==> config.mk <==
export PLATFORM = sky130hd
export DESIGN_NAME = bitbrick_pe
export DESIGN_NICKNAME = d
export VERILOG_FILES = /design/src/rtl/bitbrick_pe.sv
export SDC_FILE = /design/constraint.sdc
export NUM_CORES = 1
export LEC_CHECK = 0
export CORE_AREA = 2 2 39 41
export DETAILED_ROUTE_END_ITERATION = 16
export DIE_AREA = 0 0 41 43
export PLACE_DENSITY_LB_ADDON = 0.25
export SLEW_MARGIN = 20
export SYNTH_ARGS = -nofsm -noshare
export SYNTH_HDL_FRONTEND = slang
export SYNTH_SLANG_ARGS = --single-unit
export TNS_END_PERCENT = 1
==> constraint.sdc <==
create_clock -name clk -period 1.9 [get_ports clk]
set_input_delay 0.38 -clock clk [delete_from_list [all_inputs] [get_ports clk]]
set_output_delay 0.38 -clock clk [all_outputs]
set_load 0.005 [all_outputs]
==> src/rtl/bitbrick_pe.sv <==
// Registered 2x2 multiplier brick with per-operand signedness; four of these plus shift/add build a 4x4 multiply.
// Latency 1 cycle, no backpressure: a valid input is accepted every cycle.
module bitbrick_pe (
  input  logic       clk,
  input  logic       nrst,
  input  logic       in_valid,
  input  logic [1:0] a,
  input  logic [1:0] b,
  input  logic [1:0] sel,
  output logic [3:0] p,
  output logic       out_valid
);

  logic       a_signed;
  logic       b_signed;
  logic [3:0] a_ext;
  logic [3:0] b_ext;
  logic [3:0] prod;
  logic [3:0] p_d;
  logic [3:0] p_q;
  logic       vld_d;
  logic       vld_q;

  // sel: 00 s*s, 01 u*u, 10 s*u, 11 u*s
  assign a_signed = ~sel[0];
  assign b_signed = ~(sel[1] ^ sel[0]);

  // Low 4 bits of a modulo-16 product equal the low 4 bits of the exact product.
  assign a_ext = {{2{a[1] & a_signed}}, a};
  assign b_ext = {{2{b[1] & b_signed}}, b};
  assign prod  = a_ext * b_ext;

  // Operands are only sampled when qualified, so X on idle inputs never reaches p.
  always_comb begin
    p_d   = p_q;
    vld_d = 1'b0;
    if (in_valid) begin
      p_d   = prod;
      vld_d = 1'b1;
    end
  end

  always_ff @(posedge clk or negedge nrst) begin
    if (!nrst) begin
      p_q   <= 4'b0000;
      vld_q <= 1'b0;
    end else begin
      p_q   <= p_d;
      vld_q <= vld_d;
    end
  end

  assign p         = p_q;
  assign out_valid = vld_q;

endmodule

=== After elaboration in Yosys (flattened, before gate mapping) ===
Cells that the tools add are included.

* Output and inout bits: 5
* Latch bits: 0
* Word-level logic and storage cells: 9
* Register bits after elaboration: 5
* Memories kept: 0
* Memory bits (read-only): 0
* Bits of input ports: 9
* Memory bits (writable): 0

* Shifts and indexed selects: 0
* Bitwise gates (word level): 5
* Equality and inequality tests: 0
* Multiplexer cells: 1
* Multipliers: 1
* Div/mod/pow operators: 0
* Reduce and logical (&&, ||, !) cells: 0
* Magnitude comparators: 0
* Add/subtract/negate cells: 0

{| class="wikitable"
|+ Operator list
! kind !! number
|-
| 3-bit by 3-bit multiplier with 4-bit output || 1
|-
| 1-bit AND || 2
|-
| 1-bit NOT || 2
|-
| 1-bit two-way mux || 1
|-
| 1-bit bitwise XOR || 1
|}

=== Depth between registers and ports, before layout ===
Gate-level depths: netlist (run 1).

* Depth in word-level cells: 4
* Gate-level depth with buffers: 10

=== Worst setup path after synthesis (run 1) ===
Ideal clock, no wire load.

* Kind: input-to-reg
* Start: input port sel[0]
* End: register p_q[3], in the netlist p[3]
* Setup time: 0.120 ns
* Arrival time: 2.369 ns
* Path slack: -0.588 ns
* Cell stages on the path: 10
* Cells stage by stage: xnor2_1 > and2_1 > nand2b_1 > fa_1 > inv_1 > fa_1 > xnor2_2 > xnor2_1 > a21o_1 > a31o_1

* Word-level cells in the longest chain between the ends: 4

{| class="wikitable"
|+ Ends and longest elaborated chain
! what !! line !! source
|-
| start: declaration || 9 || <nowiki>input logic [1:0] sel,</nowiki>
|-
| 1-bit bitwise XOR || 26 || <nowiki>assign b_signed = ~(sel[1] ^ sel[0]);</nowiki>
|-
| 1-bit NOT || 26 ||
|-
| 1-bit AND || 30 || <nowiki>assign b_ext = {{2{b[1] & b_signed}}, b};</nowiki>
|-
| 3-bit by 3-bit multiplier with 4-bit output * || 31 || <nowiki>assign prod = a_ext * b_ext;</nowiki>
|-
| end signal: assignment || 48 || <nowiki>p_q <= p_d;</nowiki>
|-
| end: declaration || 20 || <nowiki>logic [3:0] p_q;</nowiki>
|}

Mark *: on every way between the ends. The rest lies on a longest branch, timed or not.
A chain may end at the register's enable or synchronous reset.

=== Worst setup path after layout (run 1) ===
Ends and elaborated chain as after synthesis.

==> key figures, run 1 <==
STA
  • Slew headroom: between 80% and 90%
  • F_max: 447 MHz
  • Crit share post-route: 118%
  • Clock Skew: 0 ns
  • Fin Setup TNS: -0.351 ns
  • Tmin final: 2.24 ns
  • Slew Viols, Final: 0
  • RSZ-0062 raised after global routing: yes
  • Slew of the pin with the lowest slew margin: 0.262 ns
  • Hold Vio Cnt, Final: 0
  • Final setup fails: 2
  • Final worst slack: -0.336 ns

Pwr
  • Clock network power share: 30.8%
  • Sequential Power Share: 33.9%
  • PwrDens: 644 mW/mm^2
  • Tot Pwr: 0.384 mW
  • P_sw: 0.0925 mW
  • Max VDD drop: 0.440 mV
  • Switching share of total power: roughly a quarter
  • Internal Power: 0.292 mW
  • Comb pwr share: 35.4%
  • Static leakage: 0.290 nW

Final layout
  • Final Core Density: between 40% and 50%
  • Layout cells sized above 1: ~40%
  • # nets final: 65
  • Final Instance Area: 597 sq um
  • Area Growth Syn to Fin: 73.5%
  • Antenna cells: 0

Logic synthesis
  • Synth unique cells: 17
  • Mapped Cells: 29
  • Yosys Warn Count: 0
  • Primary FF master, synth: dfrtp_1
  • Synthesized cell area: 344 sq um
  • Asr flop ratio synth: 100%
  • Seq/Total Area, Yosys: between 30% and 40%
  • Yosys top cell area share: 36.4%
  • Post-synth EDFFs: 0
  • Synth top cells by count: 5 x dfrtp_1, 3 x and2_1, 3 x xnor2_1
  • Synth area leaders: dfrtp_1 36%, fa_1 12%, xnor2_1 7.6%
  • Post-synthesis net count: between 40 and 50
  • Top-count cell post-synth: dfrtp_1
  • Average cell area after synthesis: 11.9 sq um
  • Yosys reg bits: 5
  • Yosys top cell by area: dfrtp_1

Critical path
  • Setup crit start kind: primary input
  • Setup Crit Path Kind: in -> reg
  • Delay-heaviest family, CP: adder cells
  • Cell Chain, Critical Path: buf_6 > buf_4 > nand3b_4 > fa_1 > inv_2 > fa_2 > xnor2_2 > xnor2_2 > nand3_1 > a31o_1
  • Worst setup EP type: register
  • Max incr delay on CP: approximately 0.56 ns
  • Most frequent CP cell: xnor2_2
  • CP Data Arrival Time: 2.36 ns
  • CP max stage cell: fa_1
  • Critical path depth in cells: 10
  • WP buf/inv: 3
  • CP max FO: 2
  • Reg2Reg Depth: 2
  • CP Data Required Time: around 2 ns

Routing
  • Vias per inst: 4.07
  • # DRC: 0
  • Wire per inst: 9.85 um
  • Antenna viol nets, final: 0
  • Routed WL: 670 um
  • Vias after detailed routing: 277
  • Pre-antenna DRT Iters: 1
  • Starting DRT DRC Count: 0

Clock network
  • Clock latency reported for the late side of the worst-skew pair: 0.23 ns
  • Max Buffers Root-to-Sink: 2
  • CTS H-tree lvls: 1
  • CTS buffer count: 3
  • Sinks on the clock net: 5
  • CTS tree: built
  • Clock transition at path regs: 0.04 ns
  • Root buffer selected by CTS: clkbuf_4
  • Post-CTS setup buffers: 0
  • Cts hold-fix bufs: 0

Placement
  • Pre-CTS setup slack: -1.01 ns
  • DP HPWL: approximately 600 um
  • PortBufs: 13
  • Placer Congestion: 0.769
  • Dpl cell area: 559 sq um

Floorplan
  • Full die area: 0.00176 sq mm
  • Die Y-Extent: about 43 um
  • CORE AREA: 0.00138 sq mm
  • Die width: between 40 and 50 um
  • Initial Util: around a quarter
  • Row Count: 14
  • # IOs: 14

Min path
  • Hold Crit Class: in -> async

Run status
  • Outcome: finished with violations
  • Failing checks: setup timing

GRT
  • Number of global-route vias before repair: approximately 290
  • Grt total ovfl: 0
  • Largest net degree at the start of global routing: 8
  • First-pass GRT wire length: between 1000 and 1500 um
  • Gr usage total: between 10% and 20%
  • Initial antenna violation count: 0

Run
  • Max cap viols: 0
[power groups by stage]
| stage | logic [mW] | clock network (mW) | registers (mW) |
|---|---|---|---|
| finish | 0.136 | 0.118 | 0.130 |
| global route | 0.148 | 0.137 | 0.133 |
| CTS | 0.135 | 0.125 | 0.131 |
| detailed placement | 0.131 | 0 | 0.132 |
| global placement | 0.128 | 0 | 0.131 |
| floorplan | 0.0532 | 0 | 0.133 |
[area by class of cell]
| class | instances | area, sq um |
|---|---|---|
| Fill cell | 141 | 787 |
| Tap cell | 16 | 20.0 |
| Sequential cell | 5 | 125 |
| Timing Repair Buffer | 19 | 175 |
| Multi-Input combinational cell | 22 | 243 |
| Clock buffer | 4 | 26.3 |
| Inverter | 2 | 7.51 |
[cell usage in the layout (no fill, tap or decap), types with 2 or more instances in the layout]
master / synthesis / routed
buf_6: 0 / 2
clkdlybuf4s15_1: 0 / 2
nand3_1: 2 / 2
dfrtp_1: 5 / 5
xnor2_2: 1 / 3
dlygate4sd2_1: 0 / 2
clkbuf_4: 0 / 3
clkdlybuf4s50_1: 0 / 7
buf_4: 0 / 6
and2_1: 3 / 2
[worst paths after layout]
kind	start	to	slack (ns)
max	sel[0]	p[3]	-0.34
min	nrst	p[2]	0.36
max reg2reg	p[3]	p[3]	1.09
min reg2reg	p[1]	p[1]	0.51
max in group asynchronous	nrst	p[3]	1.36
min in group clk	p[1]	p[1]	0.51
[flip-flops by register name (all words and copies together) (netlist names)]
register / flops
p: 4
out_valid: 1
[logic make-up after synthesis]
logic type	Yosys count	synth area share (%)
adder cells (fa/ha/maj)	3	15.3
XOR/XNOR	4	12.4
flip-flops	5	36.4
buffers and inverters	2	2.18
AO/OA/AOI/OAI	3	6.18
AND/OR/NAND/NOR	10	21.1
multiplexers	2	6.54
[timing repair]
item	CTS	global route
pin swaps	8	6
endpoints found under the setup margin	2	2
resized for setup	17	2
[layer usage]
metal / vias up / track usage, % / share of wire, %
li1: 141 / - / -
met1: 126 / 12.5 / 42
met2: 10 / 15.6 / 52
met3: 0 / 6.28 / 6.3
met4: 0 / 2.00 / 0
met5: - / 0 / 0
[per-stage QoR]
step / instances / hold slack [ns]
finish: 68 / 0.360
global route: 68 / 0.367
CTS: 68 / 0.359
detailed placement: 64 / 0.505
global placement: 64 / 0.492
floorplan: 29 / 0.0844
Note: power is estimated with default switching activity, not from simulation.
==> inputs of run 2 (changes only) <==
MAX_ROUTING_LAYER = met4   (was default)
==> run 2 against run 1 <==
Effect of this change:
- the flow still finishes with violations (setup timing)
- clock skew unchanged
- final cell count unchanged
- register-to-register slack about the same
- non-clock buffer count unchanged
- critical path depth unchanged
- critical path type unchanged
==> key figures, run 2 (synthesis gave the netlist of run 1 again) <==
Routing
  • # DRC: 0
  • Vias after detailed routing: 277
  • Antenna viol nets, final: 0
  • Vias per inst: between 4 and 5
  • Starting DRT DRC Count: 0
  • Pre-antenna DRT Iters: 1
  • Routed WL: ~670 um
  • Wire per inst: approximately 10 um

STA
  • Final worst slack: -0.336 ns
  • F_max: 447 MHz
  • Hold Vio Cnt, Final: 0
  • Slew headroom: 82.5%
  • Hold slack: 0.361 ns
  • Slew of the pin with the lowest slew margin: 0.262 ns
  • Tmin final: 2.24 ns
  • Clock Skew: 0 ns
  • Final setup fails: 2
  • RSZ-0062 raised after global routing: yes
  • Crit share post-route: 118%
  • Slew Viols, Final: 0

Critical path
  • Reg2Reg Depth: 2
  • CP Data Arrival Time: 2.36 ns
  • Worst setup path start: sel[0]
  • CP Data Required Time: 2.02 ns
  • CP max FO: 2
  • Setup crit start kind: primary input
  • Reg-to-Reg Start: p[3]
  • Worst setup EP type: register
  • Setup Crit Path Kind: in -> reg

Clock network
  • CTS tree: built
  • Root buffer selected by CTS: clkbuf_4
  • CTS buffer count: 3
  • Post-CTS setup buffers: 0
  • Max Buffers Root-to-Sink: 2
  • CTS H-tree lvls: 1
  • Cts hold-fix bufs: 0
  • Clock transition at path regs: 0.04 ns
  • Clock latency reported for the late side of the worst-skew pair: about 0.23 ns
  • Sinks on the clock net: 5

Run status
  • Failing checks: setup timing
  • Outcome: finished with violations

Final layout
  • Area Growth Syn to Fin: 73.5%
  • # nets final: 65
  • Max reg flops: 4
  • Commonest cells after routing, fill and taps aside: 7 x clkdlybuf4s50_1, 6 x buf_4, 5 x dfrtp_1
  • Antenna cells: 0
  • Final cell count without fillers: 68
  • Layout cells sized above 1: 40.4%
  • Commonest non-fill, non-tap cell in the layout: clkdlybuf4s50_1

Pwr
  • Max VDD drop: around 0.44 mV
  • Tot Pwr: around 0.38 mW
  • Static leakage: 0.290 nW
  • PwrDens: 643 mW/mm^2

Floorplan
  • # IOs: 14
  • Die Y-Extent: about 43 um
  • Full die area: 0.00176 sq mm
  • Die width: 41 um
  • Initial Util: 24.9%
  • Row Count: 14
  • CORE AREA: roughly 0.0014 sq mm

Min path
  • Hold Crit Class: in -> async

Run
  • Max cap viols: 0

Placement
  • PortBufs: 13
  • DP HPWL: 601 um
  • Placed Cells: 64
  • Placer Congestion: ~0.78

GRT
  • First-pass GRT wire length: 1190 um
  • Largest net degree at the start of global routing: 8
  • Gr usage total: 10.7%
  • Grt total ovfl: 0
  • Number of global-route vias before repair: 285
  • Initial antenna violation count: 0
==> run 2: report_power, final <==
part           internal, mW  leakage, nW  switching [mW]  total, mW
Sequential            0.123       0.0614         0.00732      0.130
Clock                0.0791       0.0150          0.0388      0.118
Combinational        0.0896        0.214          0.0462      0.136
Total                 0.292        0.290          0.0924      0.384
==> run 2: worst max-delay path, stage by stage <==
cell	delay [ns]
buf_6	0.10
buf_4	0.13
nand3b_4	0.16
fa_1	0.56
inv_2	0.04
fa_2	0.36
xnor2_2	0.16
xnor2_2	0.17
nand3_1	0.09
a31o_1	0.21
==> run 2: area by class of cell <==
class | count | area, sq um
Inverter | 2 | 7.51
Sequential cell | 5 | 125
Fill cell | 141 | 787
Multi-Input combinational cell | 22 | 243
Timing Repair Buffer | 19 | 175
Clock buffer | 4 | 26.3
Tap cell | 16 | 20.0
==> run 2: through the flow <==
stage / cell area, sq um / utilization, % / worst slack, ns / TNS [ns]
6_report: 597 / 43.1 / -0.336 / -0.352
5_1_grt: 597 / 43.1 / -0.429 / -0.477
4_1_cts: 588 / 42.5 / -0.451 / -0.570
3_5_place_dp: 559 / 40.4 / -1.01 / -1.71
3_3_place_gp: 559 / 40.4 / -0.957 / -1.61
2_1_floorplan: 364 / - / -0.397 / -0.501
==> run 2: worst paths after layout <==
| path | end | slack (ns) |
|---|---|---|
| setup / recovery | p[3] | -0.34 |
| hold / removal | p[2] | 0.36 |
| setup reg to reg | p[3] | 1.09 |
| hold reg to reg | p[1] | 0.51 |
| max in group asynchronous | p[3] | 1.36 |
| min in group clk | p[1] | 0.51 |
==> run 2: timing repair <==
| item | CTS | global route |
|---|---|---|
| resized for setup | 17 | 2 |
| endpoints found under the hold margin | 0 | 0 |
| pin swaps | 8 | 6 |
| setup endpoints to repair | 2 | 2 |
==> run 2: routing by layer <==
metal | global-route usage, % | vias to the layer above | share of wire, %
met2 | 15.6 | 10 | 51
met5 | - | - | 0
li1 | - | 141 | -
met4 | 2.00 | 0 | 0
met1 | 12.5 | 126 | 42
met3 | 6.28 | 0 | 6.4
